==> src/rtl/if_pad_inserter.sv <==
// ---------------------------------------------------------------------------
// if_pad_inserter
//
// Sits between the ifsram_rw read path and the PE feeder. For one row-window
// it forwards the ifmap words read out of ifsram0/ifsram1. Where the window
// needs vertical padding, it inserts whole rows of zero words. Every output
// word is tagged with its row index inside the window and a window-last flag.
//
// Row sequence by mode (Z = inserted zero row, R = row taken from input):
//   2 UP_PADDING   : Z,R,R
//   3 THREEROW     : R,R,R
//   4 TWOROW       : R,R
//   5 ONEROW       : R
//   6 DOWN_PADDING : R,R,Z
//   Any other mode on start is illegal. It sets the sticky mode_err flag and
//   produces only a done pulse.
//
// Ports:
//   clk, rstn        clock, asynchronous active-low reset
//   start, mode      window start pulse and window state code (IDLE only)
//   in_data/valid    input word stream, in_ready = accept this cycle
//   out_data/valid   output word stream, out_ready = consumer accepts
//   out_row          row index of the output word (0..2)
//   out_pad          output word is an inserted zero word
//   out_last         last word of the window
//   busy             window in progress
//   done             one-cycle pulse when the window has fully drained
//   mode_err         sticky illegal-mode flag, cleared only by reset
//
// Build option:
//   IFPAD_SKID_EN    The output stage is a 2-entry skid buffer, so in_ready
//                    depends only on registers.
//                    Without it, the output stage is a single register and
//                    in_ready is combinational from out_ready.
// ---------------------------------------------------------------------------
module if_pad_inserter #(
    parameter int TBITS = 64,
    parameter int WPR   = 64,
    parameter int CW    = 7
) (
    input  logic             clk,
    input  logic             rstn,
    input  logic             start,
    input  logic [2:0]       mode,
    input  logic [TBITS-1:0] in_data,
    input  logic             in_valid,
    output logic             in_ready,
    output logic [TBITS-1:0] out_data,
    output logic             out_valid,
    input  logic             out_ready,
    output logic [1:0]       out_row,
    output logic             out_pad,
    output logic             out_last,
    output logic             busy,
    output logic             done,
    output logic             mode_err
);

    localparam logic [2:0]    MODE_UP    = 3'd2;
    localparam logic [2:0]    MODE_THREE = 3'd3;
    localparam logic [2:0]    MODE_TWO   = 3'd4;
    localparam logic [2:0]    MODE_ONE   = 3'd5;
    localparam logic [2:0]    MODE_DOWN  = 3'd6;
    localparam logic [CW-1:0] LAST_WORD  = CW'(WPR - 1);

    typedef enum logic [1:0] {ST_IDLE, ST_RUN, ST_DRAIN} state_t;

    typedef struct packed {
        logic [TBITS-1:0] data;
        logic [1:0]       row;
        logic             pad;
        logic             last;
    } entry_t;

    state_t         r_state;
    logic [2:0]     r_mode;
    logic [1:0]     r_row;
    logic [CW-1:0]  r_wordCnt;
    logic           r_done;
    logic           r_modeErr;
    entry_t         r_head;

    logic           w_modeLegal;
    logic           w_zRow;
    logic           w_lastRow;
    logic           w_lastWord;
    logic           w_canAccept;
    logic           w_push;
    logic           w_drained;
    entry_t         w_newEntry;

    assign w_modeLegal = (mode >= MODE_UP) && (mode <= MODE_DOWN);
    assign w_zRow      = ((r_mode == MODE_UP)   && (r_row == 2'd0)) ||
                         ((r_mode == MODE_DOWN) && (r_row == 2'd2));
    assign w_lastWord  = (r_wordCnt == LAST_WORD);

    always_comb begin
        w_lastRow = 1'b0;
        case (r_mode)
            MODE_ONE:                        w_lastRow = (r_row == 2'd0);
            MODE_TWO:                        w_lastRow = (r_row == 2'd1);
            MODE_UP, MODE_THREE, MODE_DOWN:  w_lastRow = (r_row == 2'd2);
            default:                         w_lastRow = 1'b0;
        endcase
    end

    // A push happens in two cases. On an R row it needs an input handshake.
    // On a Z row it happens whenever the output stage has room.
    assign w_push   = (r_state == ST_RUN) && w_canAccept && (w_zRow || in_valid);
    assign in_ready = (r_state == ST_RUN) && !w_zRow && w_canAccept;

    assign w_newEntry.data = w_zRow ? '0 : in_data;
    assign w_newEntry.row  = r_row;
    assign w_newEntry.pad  = w_zRow;
    assign w_newEntry.last = w_lastWord && w_lastRow;

`ifdef IFPAD_SKID_EN
    entry_t      r_tail;
    logic [1:0]  r_count;
    logic        w_pop;

    // Room is judged from the registered occupancy only. A full buffer stops
    // input for one cycle, and the consumer's ready does not reach in_ready.
    assign w_canAccept = (r_count != 2'd2);
    assign w_pop       = (r_count != 2'd0) && out_ready;
    assign w_drained   = (r_count == 2'd0) || ((r_count == 2'd1) && out_ready);
    assign out_valid   = (r_count != 2'd0);

    // r_head is the entry presented to the consumer. r_tail only holds the
    // second entry while the consumer is stalled.
    always_ff @(posedge clk or negedge rstn) begin
        if (!rstn) begin
            r_head  <= '0;
            r_tail  <= '0;
            r_count <= 2'd0;
        end else begin
            case ({w_push, w_pop})
                2'b10: begin
                    if (r_count == 2'd0) r_head <= w_newEntry;
                    else                 r_tail <= w_newEntry;
                    r_count <= r_count + 2'd1;
                end
                2'b01: begin
                    r_head  <= r_tail;
                    r_count <= r_count - 2'd1;
                end
                2'b11: begin
                    if (r_count == 2'd1) begin
                        r_head <= w_newEntry;
                    end else begin
                        r_head <= r_tail;
                        r_tail <= w_newEntry;
                    end
                end
                default: ;
            endcase
        end
    end
`else
    logic r_valid;

    assign w_canAccept = out_ready || !r_valid;
    assign w_drained   = !r_valid || out_ready;
    assign out_valid   = r_valid;

    // A new word may replace the held one only in the cycle it is consumed.
    // That keeps a stalled word stable.
    always_ff @(posedge clk or negedge rstn) begin
        if (!rstn) begin
            r_head  <= '0;
            r_valid <= 1'b0;
        end else if (w_push) begin
            r_head  <= w_newEntry;
            r_valid <= 1'b1;
        end else if (out_ready) begin
            r_valid <= 1'b0;
        end
    end
`endif

    assign out_data = r_head.data;
    assign out_row  = r_head.row;
    assign out_pad  = r_head.pad;
    assign out_last = r_head.last;
    assign busy     = (r_state != ST_IDLE);
    assign done     = r_done;
    assign mode_err = r_modeErr;

    // Window control. The word counter advances once per push, and the row
    // index advances when the counter wraps. The push that carries the
    // window-last word hands over to DRAIN. DRAIN waits for the output stage
    // to empty before it signals done.
    always_ff @(posedge clk or negedge rstn) begin
        if (!rstn) begin
            r_state   <= ST_IDLE;
            r_mode    <= 3'd0;
            r_row     <= 2'd0;
            r_wordCnt <= '0;
            r_done    <= 1'b0;
            r_modeErr <= 1'b0;
        end else begin
            r_done <= 1'b0;
            case (r_state)
                ST_IDLE: begin
                    if (start) begin
                        if (w_modeLegal) begin
                            r_mode    <= mode;
                            r_row     <= 2'd0;
                            r_wordCnt <= '0;
                            r_state   <= ST_RUN;
                        end else begin
                            r_modeErr <= 1'b1;
                            r_done    <= 1'b1;
                        end
                    end
                end
                ST_RUN: begin
                    if (w_push) begin
                        if (w_lastWord) begin
                            r_wordCnt <= '0;
                            if (w_lastRow) r_state <= ST_DRAIN;
                            else           r_row   <= r_row + 2'd1;
                        end else begin
                            r_wordCnt <= r_wordCnt + 1'b1;
                        end
                    end
                end
                ST_DRAIN: begin
                    if (w_drained) begin
                        r_state <= ST_IDLE;
                        r_done  <= 1'b1;
                    end
                end
                default: r_state <= ST_IDLE;
            endcase
        end
    end

endmodule
==> config.mk <==
export PLATFORM = sky130hd
export DESIGN_NAME = if_pad_inserter
export DESIGN_NICKNAME = d
export VERILOG_FILES = /design/src/rtl/if_pad_inserter.sv
export SDC_FILE = /design/constraint.sdc
export NUM_CORES = 1
export LEC_CHECK = 0
export CORE_MARGIN = 8
export CORE_UTILIZATION = 60
export CTS_CLUSTER_SIZE = 25
export DETAILED_ROUTE_END_ITERATION = 6
export DONT_BUFFER_PORTS = 1
export GPL_ROUTABILITY_DRIVEN = 0
export PLACE_DENSITY = 0.76
export SETUP_SLACK_MARGIN = 0.15
export SLEW_MARGIN = 25
export SYNTH_ARGS = -nofsm -noshare
export SYNTH_HDL_FRONTEND = slang
export SYNTH_SLANG_ARGS = --single-unit
==> constraint.sdc <==
create_clock -name clk -period 2.85 [get_ports clk]
set_input_delay 0.57 -clock clk [delete_from_list [all_inputs] [get_ports clk]]
set_output_delay 0.57 -clock clk [all_outputs]
set_load 0.01 [all_outputs]
# Word-level counts from Yosys, hierarchy flattened
# Index checks and enable logic that the tools add are counted.
# Widths: inputs -> output; s select.
[totals]
ff_bits = 85
input_bits = 72
out_inout_bits = 73
wordCells = 83
[classes]
n_addsub = 2
magnitude_cmp = 2
eq_ne = 17
mux = 26
bitwise = 1
reduce_logical = 24
[op_table]
columns = ["op", "n"]
rows = [
  ["$mux 64", 1],
  ["$mux 7", 4],
  ["$mux 2", 11],
  ["$ne 2x2->1 const B", 7],
  ["$pmux 7 s2", 1],
  ["$reduce_and 6->1", 2],
  ["$eq 3x3->1 const B", 3],
  ["$logic_and 1x1->1", 8],
  ["$add 7x1->7 const B", 1],
  ["$eq 7x6->1 const B", 1],
  ["$eq 3x2->1 const B", 2],
  ["$pmux 2 s3", 1],
  ["$reduce_and 3->1", 2],
  ["$reduce_bool 2->1", 3],
  ["$mux 1", 5],
  ["$eq 2x1->1 const B", 2],
  ["$eq 2x2->1 const B", 2],
  ["$logic_not 2->1", 2],
  ["$pmux 2 s2", 1],
  ["$reduce_and 4->1", 1],
  ["$ge 3x2->1 const B", 1],
  ["$le 3x3->1 const B", 1],
  ["$logic_or 1x1->1", 3],
  ["$pmux 1 s3", 1],
  ["5 further kinds", 6],
]

# Depth between registers and ports, before layout
# Gate-level depths: netlist of the first run.
[logic_depth]
depth_word = 7
ltp_mapped = 9
depth_no_buf = 7

# Least setup slack after synthesis of the first run
# No wires, ideal clock.
[synth_path]
path_type = "register -> output"
startpoint = "register r_row[0]"
endpoint = "output in_ready"
arrival_time_ns = 1.186
required_ns = 2.280
setup_slack_ns = 1.094
path_stages_with_launch = 6
path_buffers = 0
cell_sequence = "dfrtp_1 inv_1 ha_1 mux2i_1 nor2_1 nor2b_1"
[synth_via]
elab_chain_len = 6
elab_cells_between_ends = 8
cone_classes = "eq/ne: 1; reduce/logical: 7"
[synth_rtl]
columns = ["item", "line", "rtl"]
rows = [
  ["start: declaration", "77", "logic [1:0] r_row;"],
  ["start signal: assignment", "222", "else r_row <= r_row + 2'd1;"],
  ["$eq 2x2->1 or $logic_not 2->1 (tied branches)", "94, 93", ""],
  ["$logic_and 1x1->1, on equally long branches", "94, 93", ""],
  ["$logic_or 1x1->1 (*)", "93", "assign w_zRow = ((r_mode == MODE_UP) && (r_row == 2'd0)) ||"],
  ["$logic_not 1->1 (*)", "110", "assign in_ready = (r_state == ST_RUN) && !w_zRow && w_canAccept;"],
  ["$logic_and 1x1->1 (*) (2 in series)", "110", ""],
  ["end: declaration", "47", "output logic in_ready,"],
]
# Every way passes the cells marked *; elsewhere a longest branch is shown, timed or not.

# Worst setup path after layout of the first run
[layout_path]
startpoint = "register r_row[0]"
endpoint = "register r_head, in the netlist out_data[37]"
[layout_via]
elab_chain_len = 5
elab_cells_between_ends = 8
cone_classes = "eq/ne: 1; mux: 1; reduce/logical: 6"
[layout_rtl]
columns = ["item", "line", "rtl"]
rows = [
  ["$eq 2x2->1 or $logic_not 2->1 (tied branches)", "94, 93", ""],
  ["$logic_and 1x1->1, on equally long branches", "94, 93", ""],
  ["$logic_or 1x1->1 (*)", "93", ""],
  ["$logic_or 1x1->1", "109", "assign w_push = (r_state == ST_RUN) && w_canAccept && (w_zRow || in_valid);"],
  ["$logic_and 1x1->1", "109", ""],
  ["end signal: assignment", "173", "r_head <= w_newEntry;"],
  ["end: declaration", "81", "entry_t r_head;"],
]
# Marks and branches as above.
# A chain may end at the register's enable or synchronous reset.

==> results of run 1 <==
==> final timing paths <==
path / start / end / slack (ns) / depth (start not counted)
hold reg to reg: r_wordCnt[1]$_DFFE_PN0P_ / r_wordCnt[1]$_DFFE_PN0P_ / 0.51 / 2
max in group asynchronous: rstn / out_data[21]$_DFFE_PN0P_ / 2.41 / 1
setup / recovery: r_row[0]$_DFFE_PN0P_ / out_data[37]$_DFFE_PN0P_ / 0.53 / 7
min in group clk: in_data[23] / out_data[23]$_DFFE_PN0P_ / 0.34 / 1
setup reg to reg: r_row[0]$_DFFE_PN0P_ / out_data[37]$_DFFE_PN0P_ / 0.53 / 7
hold / removal: rstn / out_data[0]$_DFFE_PN0P_ / 0.08 / 1
==> layer usage <==
metal  wire length (um)  vias up  GRT usage (%)
met2               3570      110           27.9
met1               3080     1046           22.8
met5                  0        -              0
met3                829       10           6.91
met4                121        0           8.73
li1                   -      936              -
==> layout by cell type, fill, tap and decap left out, types with 2 or more instances in the layout <==
master,count
a21oi_1,2
a22o_1,65
bufinv_16,2
clkbuf_8,9
clkinv_4,2
dfrtp_1,85
ha_1,4
inv_1,3
mux2_2,4
nand2_1,17
nand2b_1,4
nand3_1,5
nor2_1,7
nor2b_1,2
o21a_1,2
o21ai_0,13
o31ai_1,4
==> logic make-up (layout without fill, tap and decap cells) <==
logic type,count (synthesis),count (layout),share of synthesized area (%)
adders and majority gates,4,4,1.48
DFF,85,85,63.0
and+or+nand+nor,49,49,7.82
muxes,5,5,1.63
AOI/OAI and AO/OA,92,92,22.1
buffers and inverters,18,21,3.97
==> layout make-up <==
| cell class | instances | area [sq um] |
|---|---|---|
| Clock buffer | 9 | 124 |
| Inverter | 3 | 11.3 |
| Timing Repair Buffer | 2 | 35.0 |
| Sequential cell | 85 | 2130 |
| Tap cell | 72 | 90.1 |
| Clock inverter | 7 | 110 |
| Fill cell | 395 | 1860 |
| Multi-Input combinational cell | 150 | 1110 |
==> worst max-delay path, delay by kind of cell (launching register included) <==
| family | cells | cell delay (ns) |
|---|---|---|
| buffers and inverters | 2 | 0.57 |
| flip-flops | 1 | 0.39 |
| adder cells (fa/ha/maj) | 1 | 0.21 |
| AO/OA/AOI/OAI | 2 | 0.34 |
| multiplexers | 1 | 0.22 |
| AND/OR/NAND/NOR | 1 | 0.48 |
==> power by group through the flow <==
stage | logic [uW] | registers [uW] | clock network [uW]
5_1_grt | 331 | 1590 | 1020
4_1_cts | 295 | 1570 | 978
6_report | 290 | 1570 | 952
2_1_floorplan | 249 | 1540 | 0
3_5_place_dp | 266 | 1590 | 0
3_3_place_gp | 255 | 1590 | 0
==> per-stage QoR <==
step	instances	setup WS (ns)	instance area, sq um
6_report	328	0.528	3610
5_1_grt	328	0.331	3610
4_1_cts	328	0.534	3610
3_5_place_dp	311	0.575	3350
3_3_place_gp	311	0.648	3350
2_1_floorplan	253	1.09	3370
==> sequential cells by signal, indices dropped and copies added, names as in the netlist <==
signal and cells:
out_data 64, r_row 2, out_valid 1, r_state 2, out_pad 1, out_row 2, r_wordCnt 7, done 1
r_mode 3, mode_err 1, out_last 1
==> synthesized netlist by cell type, types with 2 or more instances <==
cell	instances	area share (%)
a21oi_1	2	0.30
a22o_1	65	17
buf_2	5	0.74
buf_6	8	2.7
clkbuf_1	2	0.22
dfrtp_1	85	63
ha_1	4	1.5
inv_1	3	0.33
mux2_2	4	1.3
nand2_1	17	1.9
nand2b_1	4	0.74
nand3_1	5	0.74
nor2_1	7	0.78
nor2b_1	2	0.37
o21a_1	2	0.44
o21ai_0	13	1.9
o31ai_1	4	0.89
==> what timing repair did <==
item                      CTS  global route
hold endpoints to repair   85             0
hold buffers                1             0
buffers inserted            0             0
==> results.py, run 1 <==
metrics = {
    "clock_tree": {
        "cts_tree": "yes",
        "insertion_delay_ns": 0.35,
        "cts-root-buf": "clkbuf_8",
        "cts.path.max_buffers": 2,
        "clock-sinks": 85,
        "cts_made_buffers": 9,
        "post_cts_resized": 0,
        "h-tree-depth": 3,
        "path_clk_slew_ns": 0.09,
    },
    "placed_design": {
        "port_buffers": 0,
        "dp_hpwl_mm": 5.28,
    },
    "detailed_routing": {
        "routedWlPerCell_um": 23.2,
        "num_vias": 2102,
        "drtAntennaViolNets": 0,
        "drt_iter0_markers": 108,
        "drcViolationCount": 0,
        "viasPerCell": 6.41,
        "drtPass1Iterations": 4,
        "wl_mm": 7.60,
    },
    "critical_path": {
        "critPathRequiredTime_ns": 3.14,
        "arrival_ns": 2.61,
        "critPathCaptureType": "flop",
        "worstPathCellList": "inv_1 -> ha_1 -> mux2i_1 -> o21bai_2 -> nand2_2 -> buf_4 -> a22o_1",
        "critical_path_class": "flop to flop",
        "crit_fanout": 42,
        "max_stage_delay_ns": 0.49,
        "cp_slowest_cell": "buf_4",
        "critPathLaunchType": "flop",
    },
    "logic_synthesis": {
        "netlist_area_sq_um": 3370,
        "synth_edf_count": 0,
        "seq_area_frac_synth_pct": 63.0,
        "synthArstFlopShare_pct": 100,
        "syn_avg_cell_area_sq_um": 13.3,
        "ys_ff_latch": 85,
        "synth.net_count": 329,
        "synth_warnings": 0,
        "dominantRegCellSynth": "dfrtp_1",
        "synth.distinct_cells": 38,
        "netlist_instances": 253,
    },
    "sta": {
        "drv_slew": 0,
        "min_period_over_period_pct": 81.5,
        "skew_ns": 0.00635,
        "min_period_ns": 2.32,
        "finalSetupViolCount": 0,
        "max_freq_mhz": 431,
        "finalHoldViolCount": 0,
        "hold_ws_ns": 0.0833,
        "slew-limit-headroom_pct": 46.4,
        "tns_ns": 0,
        "rsz0062_at_grt": "no",
        "worst_slew_pin_slew_ns": 0.804,
    },
    "die": {
        "die-area_sq_um": 8280,
        "ios": 145,
        "start_util_pct": 61.7,
        "die_x_um": 91.0,
        "placementRows": 27,
        "core-area_sq_um": 5470,
        "die_h_um": 91.0,
    },
    "power": {
        "p_per_area_nw_per_um2": 778,
        "clock_power_share_pct": 33.9,
        "p_total_uw": 2810,
        "netSwitchingPower_uw": 796,
        "total_leakage_power_uw": 0.00164,
        "p_sw_share_pct": 28.3,
        "p_comb_share_pct": 10.3,
        "irDropWorstVdd_mv": 0.384,
        "p_int_uw": 2010,
        "p_seq_share_pct": 55.8,
    },
    "cells_and_area": {
        "n_antenna_cell": 0,
        "drive_gt1_share_pct": 11.7,
        "fin_nets": 327,
        "synthToLayoutAreaGrowth_pct": 7.01,
        "postLayoutCoreUtil_pct": 66.0,
    },
    "run": {
        "cap_violations": 0,
    },
    "global_routing": {
        "grt_max_degree": 86,
        "grt_pass1_wl_mm": 12.1,
        "track_usage_pct": 18.4,
        "antenna_found_initial": 0,
        "gr-total-overflow": 0,
        "grt_pass1_vias": 2119,
    },
    "outcome": {
        "status": "completed",
    },
    "hold_path": {
        "holdCritPathClass": "primary input to asynchronous set/reset pin",
    },
}
No activity file was read; power rests on OpenSTA's default activity.
==> run 2: changes to the inputs <==
==> constraint.sdc (replaced) <==
create_clock -name clk -period 2.27 [get_ports clk]
set_input_delay 0.454 -clock clk [delete_from_list [all_inputs] [get_ports clk]]
set_output_delay 0.454 -clock clk [all_outputs]
set_load 0.01 [all_outputs]
==> run 2 against run 1 <==
Against the previous run:
- the flow now finishes with violations (negative hold slack)
- non-clock buffer count is 3 higher
- sequential cell count unchanged
- global-route usage up 0.77 points
- clock power is 23% higher
- sequential share of layout area shrank 0.39 points
- wire length up 4.6%
- first-iteration DRC count is 26% higher
- cell area increased by 0.66%
- via count grew 0.86%
- core utilization increased by 0.43 points
- critical path type is now flop to primary output
- critical endpoint is now in_ready
- largest cell class unchanged
==> results.py, run 2 (same netlist as run 1, synthesis figures left out) <==
metrics = {
    "clock_tree": {
        "clock-sinks": 85,
        "cts_tree": "yes",
        "cts-root-buf": "clkbuf_8",
        "h-tree-depth": 3,
        "insertion_delay_ns": 0.35,
        "cts.path.max_buffers": 2,
        "cts_made_buffers": 9,
        "path_clk_slew_ns": 0.08,
    },
    "detailed_routing": {
        "num_vias": 2120,
        "viasPerCell": 6.40,
        "drt_iter0_markers": 136,
        "drtPass1Iterations": 4,
        "wl_mm": 7.95,
        "routedWlPerCell_um": 24.0,
        "drcViolationCount": 0,
        "drtAntennaViolNets": 0,
    },
    "power": {
        "total_leakage_power_uw": 0.00166,
        "irDropWorstVdd_mv": 0.472,
        "p_total_uw": 3500,
        "p_per_area_nw_per_um2": 964,
    },
    "critical_path": {
        "arrival_ns": 1.63,
        "critPathLaunchType": "flop",
        "r2r_cells": 8,
        "critPathRequiredTime_ns": 1.82,
        "crit_fanout": 4,
        "critical_path_class": "flop to primary output",
        "critPathCaptureType": "primary output",
    },
    "die": {
        "core-area_sq_um": 5470,
        "ios": 145,
        "die_h_um": 91.0,
        "start_util_pct": 61.7,
        "die_x_um": 91.0,
        "placementRows": 27,
        "die-area_sq_um": 8280,
    },
    "global_routing": {
        "grt_pass1_wl_mm": 12.6,
        "grt_max_degree": 86,
        "antenna_found_initial": 0,
        "track_usage_pct": 19.1,
        "gr-total-overflow": 0,
        "grt_pass1_vias": 2146,
    },
    "cells_and_area": {
        "finalNonFillerCells": 331,
        "postLayoutCoreUtil_pct": 66.4,
        "largest_reg_flops": 64,
        "drive_gt1_share_pct": 13.9,
        "synthToLayoutAreaGrowth_pct": 7.71,
        "fin_nets": 330,
        "n_antenna_cell": 0,
        "final_common_cell": "dfrtp_1",
        "mostFrequentLayoutCells": "dfrtp_1 (85), a22o_1 (65), nand2_1 (17), o21ai_0 (13), clkbuf_8 (9)",
    },
    "run": {
        "cap_violations": 0,
    },
    "outcome": {
        "status": "finished, violations left",
        "violations": "negative hold slack",
    },
    "sta": {
        "tns_ns": 0,
        "min_period_ns": 2.08,
        "finalSetupViolCount": 0,
        "hold_ws_ns": -0.209,
        "drv_slew": 0,
        "finalHoldViolCount": 85,
        "skew_ns": 0.00829,
        "min_period_over_period_pct": 91.6,
        "max_freq_mhz": 481,
        "worst_slew_pin_slew_ns": 0.470,
        "rsz0062_at_grt": "no",
        "slew-limit-headroom_pct": 68.7,
    },
    "placed_design": {
        "dp.cells": 314,
        "dp_hpwl_mm": 5.52,
        "port_buffers": 0,
    },
    "hold_path": {
        "holdCritPathClass": "primary input to asynchronous set/reset pin",
    },
}
==> run 2: changes by cell type in the layout (fill, tap and decap cells not counted), sizes merged <==
cell	change
buf	+3
clkinv	-1
inv	+1
==> run 2: where the power goes <==
| group | internal, uW | total [uW] | switching (uW) |
|---|---|---|---|
| combinational | 190 | 361 | 171 |
| sequential | 1720 | 1970 | 259 |
| clock | 627 | 1170 | 542 |
==> run 2: per-layer routing <==
layer / vias up / wire, um / global-route usage, %
li1: 943 / - / -
met2: 110 / 3840 / 29.1
met1: 1057 / 3130 / 23.3
met4: 0 / 109 / 8.73
met3: 10 / 866 / 8.07
met5: - / 0 / 0
==> run 2: worst max-delay path: stages, from the launching register on <==
cell     delay, ns
dfrtp_1       0.38
inv_1         0.09
ha_1          0.24
mux2i_2       0.24
nor2_2        0.12
nor2b_2       0.20
==> run 2: layout make-up <==
class,count,area [sq um]
inverter,3,11.3
multi-input combinational,150,1120
tap,72,90.1
clock inverter,7,97.6
clock buffer,9,124
fill,382,1840
timing repair buffer,5,62.6
sequential,85,2130
==> run 2: path summary, 6_finish.rpt <==
path                                     startpoint                       end  slack (ns)
min in group clk                        in_data[32]  out_data[32]$_DFFE_PN0P_        0.23
max in group asynchronous                      rstn    r_state[1]$_DFFE_PN0P_        2.36
max                            r_row[0]$_DFFE_PN0P_                  in_ready        0.19
min reg2reg                r_wordCnt[6]$_DFFE_PN0P_  r_wordCnt[6]$_DFFE_PN0P_        0.48
max reg2reg                    r_row[0]$_DFFE_PN0P_  r_wordCnt[5]$_DFFE_PN0P_        0.28
min                                            rstn  out_data[63]$_DFFE_PN0P_       -0.21
==> run 2: per-stage QoR <==
stage / instance area [sq um] / setup slack (ns)
finish: 3630 / 0.190
global route: 3630 / 0.118
CTS: 3620 / 0.167
detailed placement: 3400 / 0.393
global placement: 3400 / 0.453
floorplan: 3370 / 0.630
==> run 2: timing repair <==
item,CTS,global route
endpoints found under the hold margin,85,85
setup buffers,0,1
setup endpoints to repair,1,1
gates resized for setup,2,1
